File: src/rtl/instr_fetch_queue.sv
// Instruction prefetch queue: streams sequential words from imem into a PC-tagged FIFO for decode.
// Optional macro FETCH_BYPASS_EN lets a response reach decode in its arrival cycle when the queue is empty.
module instr_fetch_queue #(
  parameter int unsigned DEPTH = 4,
  parameter int unsigned AW    = 16
) (
  input  logic          clk,
  input  logic          reset,
  input  logic          halt,
  input  logic          redir_valid,
  input  logic [AW-1:0] redir_pc,
  output logic          imem_en,
  output logic [AW-1:0] imem_addr,
  input  logic [15:0]   imem_rdata,
  output logic          ir_valid,
  output logic [15:0]   ir,
  output logic [AW-1:0] ir_pc,
  input  logic          ir_ready
);

  localparam int unsigned PW = (DEPTH > 1) ? $clog2(DEPTH) : 1;
  localparam int unsigned CW = PW + 1;
  localparam logic [CW:0] DepthC = (CW + 1)'(DEPTH);

  logic [AW-1:0] fpc_q;
  logic [AW-1:0] infl_pc_q;
  logic [PW-1:0] rd_ptr_q, wr_ptr_q;
  logic [CW-1:0] count_q;
  logic          infl_q, drop_q;
  logic [AW-1:0] pc_mem_q  [DEPTH];
  logic [15:0]   ins_mem_q [DEPTH];

  logic          q_nonempty, resp, bypass, push, pop;
  logic [CW:0]   credit;

  assign q_nonempty = (count_q != '0);
  assign resp       = infl_q && !drop_q;

  // Credit counts the outstanding read but not a same-cycle pop, so the queue can never overflow.
  assign credit    = {1'b0, count_q} + {{CW{1'b0}}, infl_q};
  assign imem_en   = reset && !halt && !redir_valid && (credit < DepthC);
  assign imem_addr = fpc_q;

`ifdef FETCH_BYPASS_EN
  assign bypass = resp && !q_nonempty;
`else
  assign bypass = 1'b0;
`endif

  assign pop  = q_nonempty && ir_ready;
  assign push = resp && !(bypass && ir_ready);

  always_comb begin
    ir_valid = q_nonempty;
    ir       = ins_mem_q[rd_ptr_q];
    ir_pc    = pc_mem_q[rd_ptr_q];
    if (bypass) begin
      ir_valid = 1'b1;
      ir       = imem_rdata;
      ir_pc    = infl_pc_q;
    end
  end

  always_ff @(posedge clk or negedge reset) begin
    if (!reset) begin
      fpc_q     <= '0;
      infl_pc_q <= '0;
      rd_ptr_q  <= '0;
      wr_ptr_q  <= '0;
      count_q   <= '0;
      infl_q    <= 1'b0;
      drop_q    <= 1'b0;
    end else begin
      infl_q <= imem_en;
      if (imem_en) begin
        fpc_q     <= fpc_q + AW'(1);
        infl_pc_q <= fpc_q;
      end
      if (redir_valid) begin
        // Flush everything; a response arriving next cycle belongs to the old stream.
        fpc_q    <= redir_pc;
        count_q  <= '0;
        rd_ptr_q <= '0;
        wr_ptr_q <= '0;
        drop_q   <= infl_q;
      end else begin
        drop_q <= 1'b0;
        if (push) wr_ptr_q <= wr_ptr_q + PW'(1);
        if (pop)  rd_ptr_q <= rd_ptr_q + PW'(1);
        case ({push, pop})
          2'b10:   count_q <= count_q + CW'(1);
          2'b01:   count_q <= count_q - CW'(1);
          default: count_q <= count_q;
        endcase
      end
    end
  end

  always_ff @(posedge clk or negedge reset) begin
    if (!reset) begin
      for (int i = 0; i < DEPTH; i++) begin
        pc_mem_q[i]  <= '0;
        ins_mem_q[i] <= '0;
      end
    end else if (!redir_valid && push) begin
      pc_mem_q[wr_ptr_q]  <= infl_pc_q;
      ins_mem_q[wr_ptr_q] <= imem_rdata;
    end
  end

endmodule
File: config.mk
export PLATFORM = sky130hd
export DESIGN_NAME = instr_fetch_queue
export DESIGN_NICKNAME = d
export VERILOG_FILES = /design/src/rtl/instr_fetch_queue.sv
export SDC_FILE = /design/constraint.sdc
export NUM_CORES = 1
export LEC_CHECK = 0
export ABC_CLOCK_PERIOD_IN_PS = 2600
export CORE_ASPECT_RATIO = 2
export CORE_MARGIN = 10
export CORE_UTILIZATION = 56
export CTS_CLUSTER_DIAMETER = 120
export CTS_CLUSTER_SIZE = 20
export DETAILED_ROUTE_END_ITERATION = 8
export GPL_TIMING_DRIVEN = 0
export PLACE_DENSITY_LB_ADDON = 0.12
export SLEW_MARGIN = 25
export SYNTH_ARGS = -nofsm -noshare
export SYNTH_HDL_FRONTEND = slang
export SYNTH_SLANG_ARGS = --single-unit
File: constraint.sdc
create_clock -name clk -period 2.6 [get_ports clk]
set_input_delay 0.39 -clock clk [delete_from_list [all_inputs] [get_ports clk]]
set_output_delay 0.39 -clock clk [all_outputs]
set_load 0.02 [all_outputs]
; ---- Word level (Yosys, flattened, before mapping)
; Cells that the tools add are included.
[totals]
in_bits = 37
memories = 0
elab_cells = 63
ramBits = 0
latchBits = 0
mem_bits_ro = 0
ff_bits = 169
[op_classes]
n_eq_ne = 2
addsub = 6
div = 0
bitwise = 2
muxes = 19
mul = 0
shift = 0
magnitude_cmp = 4
n_reduce_logical = 15
[ops]
columns = op, count
row1 = $bwmux 64, 2
row2 = $mux 16, 7
row3 = $bmux 16 s2, 2
row4 = $demux 16 s2, 1
row5 = $add 16x1->16 const B, 1
row6 = $mux 2, 4
row7 = $logic_and 1x1->1, 7
row8 = $ge 3x3->1 const B, 2
row9 = $not 2->3, 2
row10 = $pmux 3 s2, 1
row11 = $reduce_bool 2->1, 3
row12 = $reduce_bool 3->1, 2
row13 = $add 2x1->2 const B, 2
row14 = $add 3x1->4, 1
row15 = $lt 4x3->1 const B, 1
row16 = $add 3x1->3 const B, 1
row17 = $logic_not 1->1, 3
row18 = $lt 3x1->1 const B, 1
row19 = $mux 3, 1
row20 = $sub 3x1->3 const B, 1
row21 = $eq 2x1->1 const B, 1
row22 = $eq 2x2->1 const B, 1
row23 = $mux 1, 1

; ---- Logic depth before layout (Yosys ltp)
; Gate-level depths: netlist of run 1.
[logic_depth]
word_depth = 6
ltp_mapped = 8
ltp_nobuf = 7

; ---- Worst setup path after synthesis of run 1
; Ideal clock, no wire load.
[synth_timing]
kind = register to register
start = register count_q[0]
end = register count_q[2]
path_slack_ns = 0.595
required_time_ns = 2.475
setup_ns = 0.125
path_stages_with_launch = 8
arrival_time_ns = 1.880
cell_sequence = dfrtp_1 o31a_1 and2_1 fa_1 inv_1 nor3_1 a21oi_1 mux2_2
[synth_between]
elab_chain_len = 5
[synth_lines]
columns = element, line
row1 = "start, declared", 28  ; logic [CW-1:0] count_q;
row2 = "start signal, assigned", 91  ; 2'b10: count_q <= count_q + CW'(1);
row3 = "start signal, assigned", 92  ; 2'b01: count_q <= count_q - CW'(1);
row4 = "start signal, assigned", 93  ; default: count_q <= count_q;
row5 = branches (longest 5 deep; another with $sub 3x1->3), --
; Parallel ways; which one is timed is not known.
; A chain may end at the register's enable or synchronous reset.

; ---- Worst setup path after layout of run 1
[layout_timing]
start = register rd_ptr_q[1]
end = output port ir[1]
[layout_between]
elab_chain_len = 4
[layout_lines]
columns = element, line
row1 = "start, declared", 27  ; logic [PW-1:0] rd_ptr_q, wr_ptr_q;
row2 = "start signal, assigned", 89  ; if (pop) rd_ptr_q <= rd_ptr_q + PW'(1);
row3 = $not 2->3 (implied by the code), 55  ; ir = ins_mem_q[rd_ptr_q];
row4 = $bmux 16 s2, 55
row5 = $mux 16 (implied by the code) (2 in a row), 55
row6 = "end, declared", 16  ; output logic [15:0] ir,
; No other way between the ends. The select of a mux whose other input is x is not followed.

==> reports/metrics.yaml, run 1 <==
cts:
  clk_pin_slew_ps: 60
  clock_path_buffers: 2
  clk_latency_ps: 420
  tritoncts: "yes"
  clock-sinks: 169
  h-tree-depth: 4
  cts_made_buffers: 17
  cts-root-buf: "clkbuf_16"
synthesis:
  synth_simple_gate_area_share_pct: 5.66
  synthXorXnorAreaFrac_pct: 1.27
  synth_top_area_cell: "dfrtp_1"
  syn_nets: 544
  synth_compound_area_share_pct: 1.91
  yosys_warnings: 0
  netlist_area_um2: 7580
  synthCells: 501
  syn_area_per_cell_um2: 15.1
  synth_fa_ha_area_share_pct: 1.09
  ys_ff_latch: 169
  yosysTopAreaCellShare_pct: 55.8
  synth_area_leaders: "dfrtp_1 (56%), mux2_2 (18%), mux4_2 (9.5%)"
  synthDistinctLibCells: 40
  yosysSeqAreaShare_pct: 55.8
  synth_top_family_by_area: "multiplexers"
  yosys-mux-area-fraction_pct: 31.6
timing:
  period_minus_slack_ps: 2480
  setup_violations: 0
  rsz0062_at_grt: "false"
  worst_slew_pin_slew_ps: 509
  drv_slew: 0
  maxSlewHeadroom_pct: 66.1
  min_period_over_period_pct: 95.6
  timing.fmax_mhz: 403
  fin_worst_skew_ps: 7.43
  hold-worst-slack_ps: 17.1
  totalNegativeSetupSlack_ps: 0
  hold_viol_final: 0
grt:
  grt_util_met3_pct: 4.65
  met2_usage_pct: 35.6
  gr-total-overflow: 0
  top_usage_layer: "met2"
  antenna_found_initial: 0
  grt_pass1_wl_mm: 27.9
  grt_max_degree: 53
  use_met1_pct: 20.3
  grtUsageTotal_pct: 19.3
  grt_pass1_vias: 5276
route:
  drc: 0
  vias_per_cell: 5.86
  drt_iter0_markers: 136
  drt_wl_total_mm: 17.1
  num_vias: 4578
  ant_nets: 0
  dr.pass1.iters: 4
  post_drt_wl_per_cell_um: 21.9
finish:
  multi_input_area_um2: 3150
  nets: 656
  finalNonFillerCells: 781
  area_growth_pct: 24.8
  num_antenna_cells: 0
  design_area_um2: 9460
  layout-drive-gt1-share_pct: 35.9
  fillCellCount: 945
  seqCellArea_um2: 4230
placed_design:
  place_hpwl_mm: 11.9
  gp_congestion: 0.811
  portBuffers: 85
  place_area_um2: 8660
  dp_cells: 742
outcome:
  status: "completed"
floorplan:
  core_area_um2: 13400
  die_w_um: 102
  die_h_um: 185
  row_count: 60
  dieArea_um2: 18900
  initial_core_util_pct: 56.7
  ios: 87
critical_path:
  r2r_cells: 7
  cp.required_ps: 2210
  crit_start: "rd_ptr_q[1]"
  end_kind: "output port"
  timing.rr.start: "count_q[0]"
  cp.arrival_ps: 2090
  r2r_setup_slack_ps: 420
  path_class: "flop to output port"
  crit_fanout: 10
  startpoint_type: "flop"
  reg2reg_to: "count_q[2]"
pwr:
  total_leakage_power_nw: 4.32
  ir_drop_uv: 541
  power_density_nw_per_um2: 914
hold_path:
  min_path_type: "input port to asynchronous set/reset pin"
run:
  drv_cap: 0
==> area by class of cell <==
| cell class | count | share of cell area (%) |
|---|---|---|
| Buffer | 30 | 2.30 |
| Clock buffer | 20 | 4.83 |
| Clock inverter | 12 | 1.73 |
| Inverter | 5 | 0.198 |
| Multi-Input combinational cell | 296 | 33.3 |
| Sequential cell | 169 | 44.7 |
| Tap cell | 155 | 2.05 |
| Timing Repair Buffer | 94 | 10.9 |
==> metrics by stage <==
| step | power [W] | setup slack, ps | utilization [%] |
|---|---|---|---|
| floorplan | 0.00506 | 595 | - |
| global placement | 0.00611 | -5990 | 64.6 |
| detailed placement | 0.00624 | -833 | 64.8 |
| CTS | 0.00873 | 97.6 | 70.8 |
| global route | 0.00906 | 51.8 | 70.8 |
| finish | 0.00864 | 116 | 70.8 |
==> cells in the mapped netlist (all sizes together) <==
master	instances
xnor2	5
nor4	2
o31a	1
nand2b	1
and2	7
dfrtp	169
a21oi	1
nand4bb	1
fa	1
nand2	14
mux2	146
ha	5
o21ai	10
nor3b	1
nor3	3
buf	24
nand3	7
nor2b	1
or3	4
mux4	32
and4	2
nand4	5
clkbuf	7
a31oi	7
o211ai	1
mux2i	3
o31ai	4
nor2	17
xor2	6
nand3b	1
and4bb	1
inv	5
and3	2
or4	5
==> kinds of logic after synthesis <==
kind of cell / after synthesis
xor+xnor: 11
compound gates: 24
simple gates: 74
mux: 181
flops: 169
buf+inv: 36
fa+ha+maj: 6
==> critical path: stages, from the launching register on <==
cell and delay (ps):
dfrtp_1 490, clkbuf_4 320, mux4_2 310, clkdlybuf4s50_1 550
==> state kept, by name, indices dropped and copies added, names as in the netlist <==
register / count
count_q: 3
ins_mem_q: 64
infl_pc_q: 16
imem_addr: 16
wr_ptr_q: 2
infl_q: 1
drop_q: 1
pc_mem_q: 64
rd_ptr_q: 2
==> repair_timing <==
item                                   CTS  global route
resized for setup                       45             0
buffers inserted                         1             0
setup endpoints to repair               30             0
hold buffers                             4             0
endpoints found under the hold margin   68             0
==> per-layer routing <==
layer  share of wire, %  routed length (um)  vias up
met3                4.7                 797       27
met2                 56                9630      104
met4                2.3                 396        0
met1                 37                6270     2381
met5                  0                   0        -
li1                   -                   -     2066
==> cells in the final DEF (no fill, tap or decap), types with 10 or more instances in the layout <==
cell type and n:
nand2_1 13, clkbuf_16 17, dlygate4sd2_1 29, mux4_2 32
mux2_1 27, nor2_1 16, clkdlybuf4s50_1 55, dfrtp_1 169
mux2_2 119, buf_4 15, o21ai_0 10
==> report_power, final <==
group	leakage (nW)	internal, W	switching [W]
combinational	1.81	0.00129	0.00113
clock	0.296	0.00158	0.00104
sequential	2.21	0.00316	0.000440
total	4.32	0.00603	0.00261
==> worst max-delay path by stage <==
stage,cells after the start,endpoint,slack (ps)
after floorplan,7,count_q[2],600
after global placement,6,imem_en,-5990
after detailed placement,7,imem_en,-830
after CTS,3,ir[1],100
after global routing,3,ir[1],50
final,3,ir[1],120
Note: power is estimated with default switching activity, not from simulation.
==> inputs of run 2 (changes only) <==
--- a/config.mk
+++ b/config.mk
@@ -5,10 +5,11 @@
 export SDC_FILE = /design/constraint.sdc
 export NUM_CORES = 1
 export LEC_CHECK = 0
+export ABC_AREA = 1
 export ABC_CLOCK_PERIOD_IN_PS = 2600
 export CORE_ASPECT_RATIO = 2
 export CORE_MARGIN = 10
-export CORE_UTILIZATION = 56
+export CORE_UTILIZATION = 57
 export CTS_CLUSTER_DIAMETER = 120
 export CTS_CLUSTER_SIZE = 20
 export DETAILED_ROUTE_END_ITERATION = 8
==> run 2 against run 1 <==
Flip-flop and latch count is the same. Largest power group unchanged. Routed wire length is 26% higher. Largest cell class unchanged. Setup slack worse by 67 ps. Via count increased by 48%.
==> reports/metrics.yaml, run 2 <==
route:
  vias_per_cell: 5.55
  post_drt_wl_per_cell_um: 17.6
  ant_nets: 0
  drc: 0
  dr.pass1.iters: 5
  drt_wl_total_mm: 21.5
  drt_iter0_markers: 415
  num_vias: 6766
critical_path:
  r2r_setup_slack_ps: 480
  end_kind: "output port"
  cp.arrival_ps: 2160
  crit_chain: "clkbuf_1 > o21ai_0 > o22ai_2 > clkdlybuf4s15_2"
  slowest_stage: "dfrtp_1"
  crit_fanout: 10
  path_class: "flop to output port"
  cp.required_ps: 2210
  startpoint_type: "flop"
  slowest_delay_ps: 530
timing:
  setup_violations: 0
  period_minus_slack_ps: 2550
  min_period_over_period_pct: 98.1
  maxSlewHeadroom_pct: 66.5
  worst_slew_pin_slew_ps: 502
  drv_slew: 0
  fin_worst_skew_ps: 8.99
  hold_viol_final: 0
  timing.fmax_mhz: 392
  totalNegativeSetupSlack_ps: 0
  rsz0062_at_grt: "false"
pwr:
  pwr-share-clk_pct: 29.2
  pwr-share-comb_pct: 32.6
  p_int_w: 0.00572
  power_density_nw_per_um2: 926
  swShare_pct: 36.2
  p_sw_w: 0.00325
  total_leakage_power_nw: 4.65
  ir_drop_uv: 601
  seqPwrFrac_pct: 38.2
synthesis:
  synth_area_leaders: "dfrtp_1 (53%), nand2_1 (11%), o21ai_0 (5.6%)"
  synth_edf_count: 0
  syn_area_per_cell_um2: 8.70
  async_flop_share_pct: 100
  synth_most_common_cell: "nand2_1"
  synthCells: 911
  synthTopCellsByCount: "nand2_1 (222), dfrtp_1 (169), o21ai_0 (89), nor2_1 (86), o21ai_1 (85)"
  yosysSeqAreaShare_pct: 53.4
  yosysTopAreaCellShare_pct: 53.4
  yosys_warnings: 0
  synthDistinctLibCells: 26
  synth_top_area_cell: "dfrtp_1"
  ys_ff_latch: 169
  synth_ff_type: "dfrtp_1"
  syn_nets: 954
  netlist_area_um2: 7930
placed_design:
  portBuffers: 86
  gp_congestion: 0.883
  place_hpwl_mm: 15.1
floorplan:
  die_w_um: 103
  initial_core_util_pct: 58.3
  row_count: 60
  core_area_um2: 13600
  ios: 87
  die_h_um: 187
  dieArea_um2: 19300
cts:
  clock_path_buffers: 2
  postCtsSetupRepairBufs: 0
  clk_latency_ps: 430
  clk_pin_slew_ps: 60
  clock-sinks: 169
  cts-root-buf: "clkbuf_16"
  tritoncts: "yes"
  h-tree-depth: 4
  cts_made_buffers: 17
finish:
  multi_input_area_um2: 3070
  final_cell_mix: "nand2_1 (222), dfrtp_1 (169), o21ai_0 (89)"
  area_growth_pct: 22.2
  nets: 1063
  final_core_util_pct: 71.3
  layout-drive-gt1-share_pct: 15.1
  layout_commonest_cell: "nand2_1"
  seqCellArea_um2: 4230
  top_regs: "ins_mem_q x64, pc_mem_q x64"
  num_antenna_cells: 0
  fillCellCount: 1075
outcome:
  status: "completed"
grt:
  gr-total-overflow: 0
  grt_max_degree: 61
  grt_pass1_wl_mm: 34.9
  grtUsageTotal_pct: 23.0
  grt_pass1_vias: 6913
  antenna_found_initial: 0
hold_path:
  min_path_type: "flop to flop"
run:
  drv_cap: 0
[run 2: area by class of cell]
| type | instances | area share, % |
|---|---|---|
| inverter | 68 | 2.66 |
| buffer | 51 | 4.18 |
| sequential | 169 | 43.7 |
| multi-input combinational | 623 | 31.7 |
| tap | 186 | 2.40 |
| clock inverter | 13 | 1.72 |
| clock buffer | 19 | 4.57 |
| timing repair buffer | 90 | 9.13 |
[run 2: worst max-delay path: cells and delay by family (launching register included)]
| family | cells | cell delay, ps |
|---|---|---|
| DFF | 1 | 530 |
| AOI/OAI and AO/OA | 2 | 470 |
| buffers and inverters | 2 | 720 |
[run 2: final timing paths]
kind,start,to,depth (start not counted)
setup / recovery,rd_ptr_q[1],ir_pc[6],4
setup reg to reg,count_q[0],count_q[2],12
min in group asynchronous,reset,ins_mem_q[54],3
max in group asynchronous,reset,pc_mem_q[54],4
hold / removal,pc_mem_q[46],pc_mem_q[46],2
hold reg to reg,pc_mem_q[46],pc_mem_q[46],2
[run 2: power by group through the flow]
stage / Combinational [W] / Sequential [W] / Clock (W)
after CTS: 0.00299 / 0.00342 / 0.00262
after global placement: 0.00308 / 0.00345 / 0
after detailed placement: 0.00312 / 0.00346 / 0
after floorplan: 0.00180 / 0.00343 / 0
final: 0.00292 / 0.00343 / 0.00262
after global routing: 0.00322 / 0.00349 / 0.00275
[run 2: through the flow]
| step | instances | hold WS (ps) | cell area, um2 | worst slack, ps | power (W) |
|---|---|---|---|---|---|
| final | 1219 | 477 | 9690 | 48.3 | 0.00897 |
| after CTS | 1219 | 478 | 9730 | 3.88 | 0.00903 |
| after global routing | 1219 | 490 | 9690 | 2.25 | 0.00946 |
| after detailed placement | 1185 | 331 | 9080 | -151 | 0.00658 |
| after floorplan | 911 | 94.4 | 7930 | 595 | 0.00523 |
| after global placement | 1183 | 459 | 9020 | -5950 | 0.00653 |
[run 2: kinds of logic after synthesis]
| logic type | count (synthesis) | share of synthesized area [%] |
|---|---|---|
| buffers and inverters | 119 | 8.02 |
| AO/OA/AOI/OAI | 259 | 19.2 |
| flip-flops | 169 | 53.4 |
| adder cells (fa/ha/maj) | 6 | 1.04 |
| AND/OR/NAND/NOR | 356 | 18.2 |
| XOR/XNOR | 2 | 0.221 |
[run 2: per-layer routing]
metal / vias to the layer above / part of all wire (%) / wire length, um / global-route usage [%]
li1: 3230 / - / - / -
met3: 52 / 4.7 / 1010 / 3.92
met4: 0 / 2.9 / 622 / 9.80
met1: 3267 / 38 / 8060 / 25.1
met5: - / 0 / 0 / 0
met2: 217 / 55 / 11800 / 41.3
[run 2: timing repair]
action / in CTS / in global routing
gates resized for setup: 66 / 34
hold endpoints to repair: 51 / 0
hold buffers: 2 / 0
pin swaps: 0 / 0
cloned: 0 / 0
setup endpoints to repair: 33 / 22
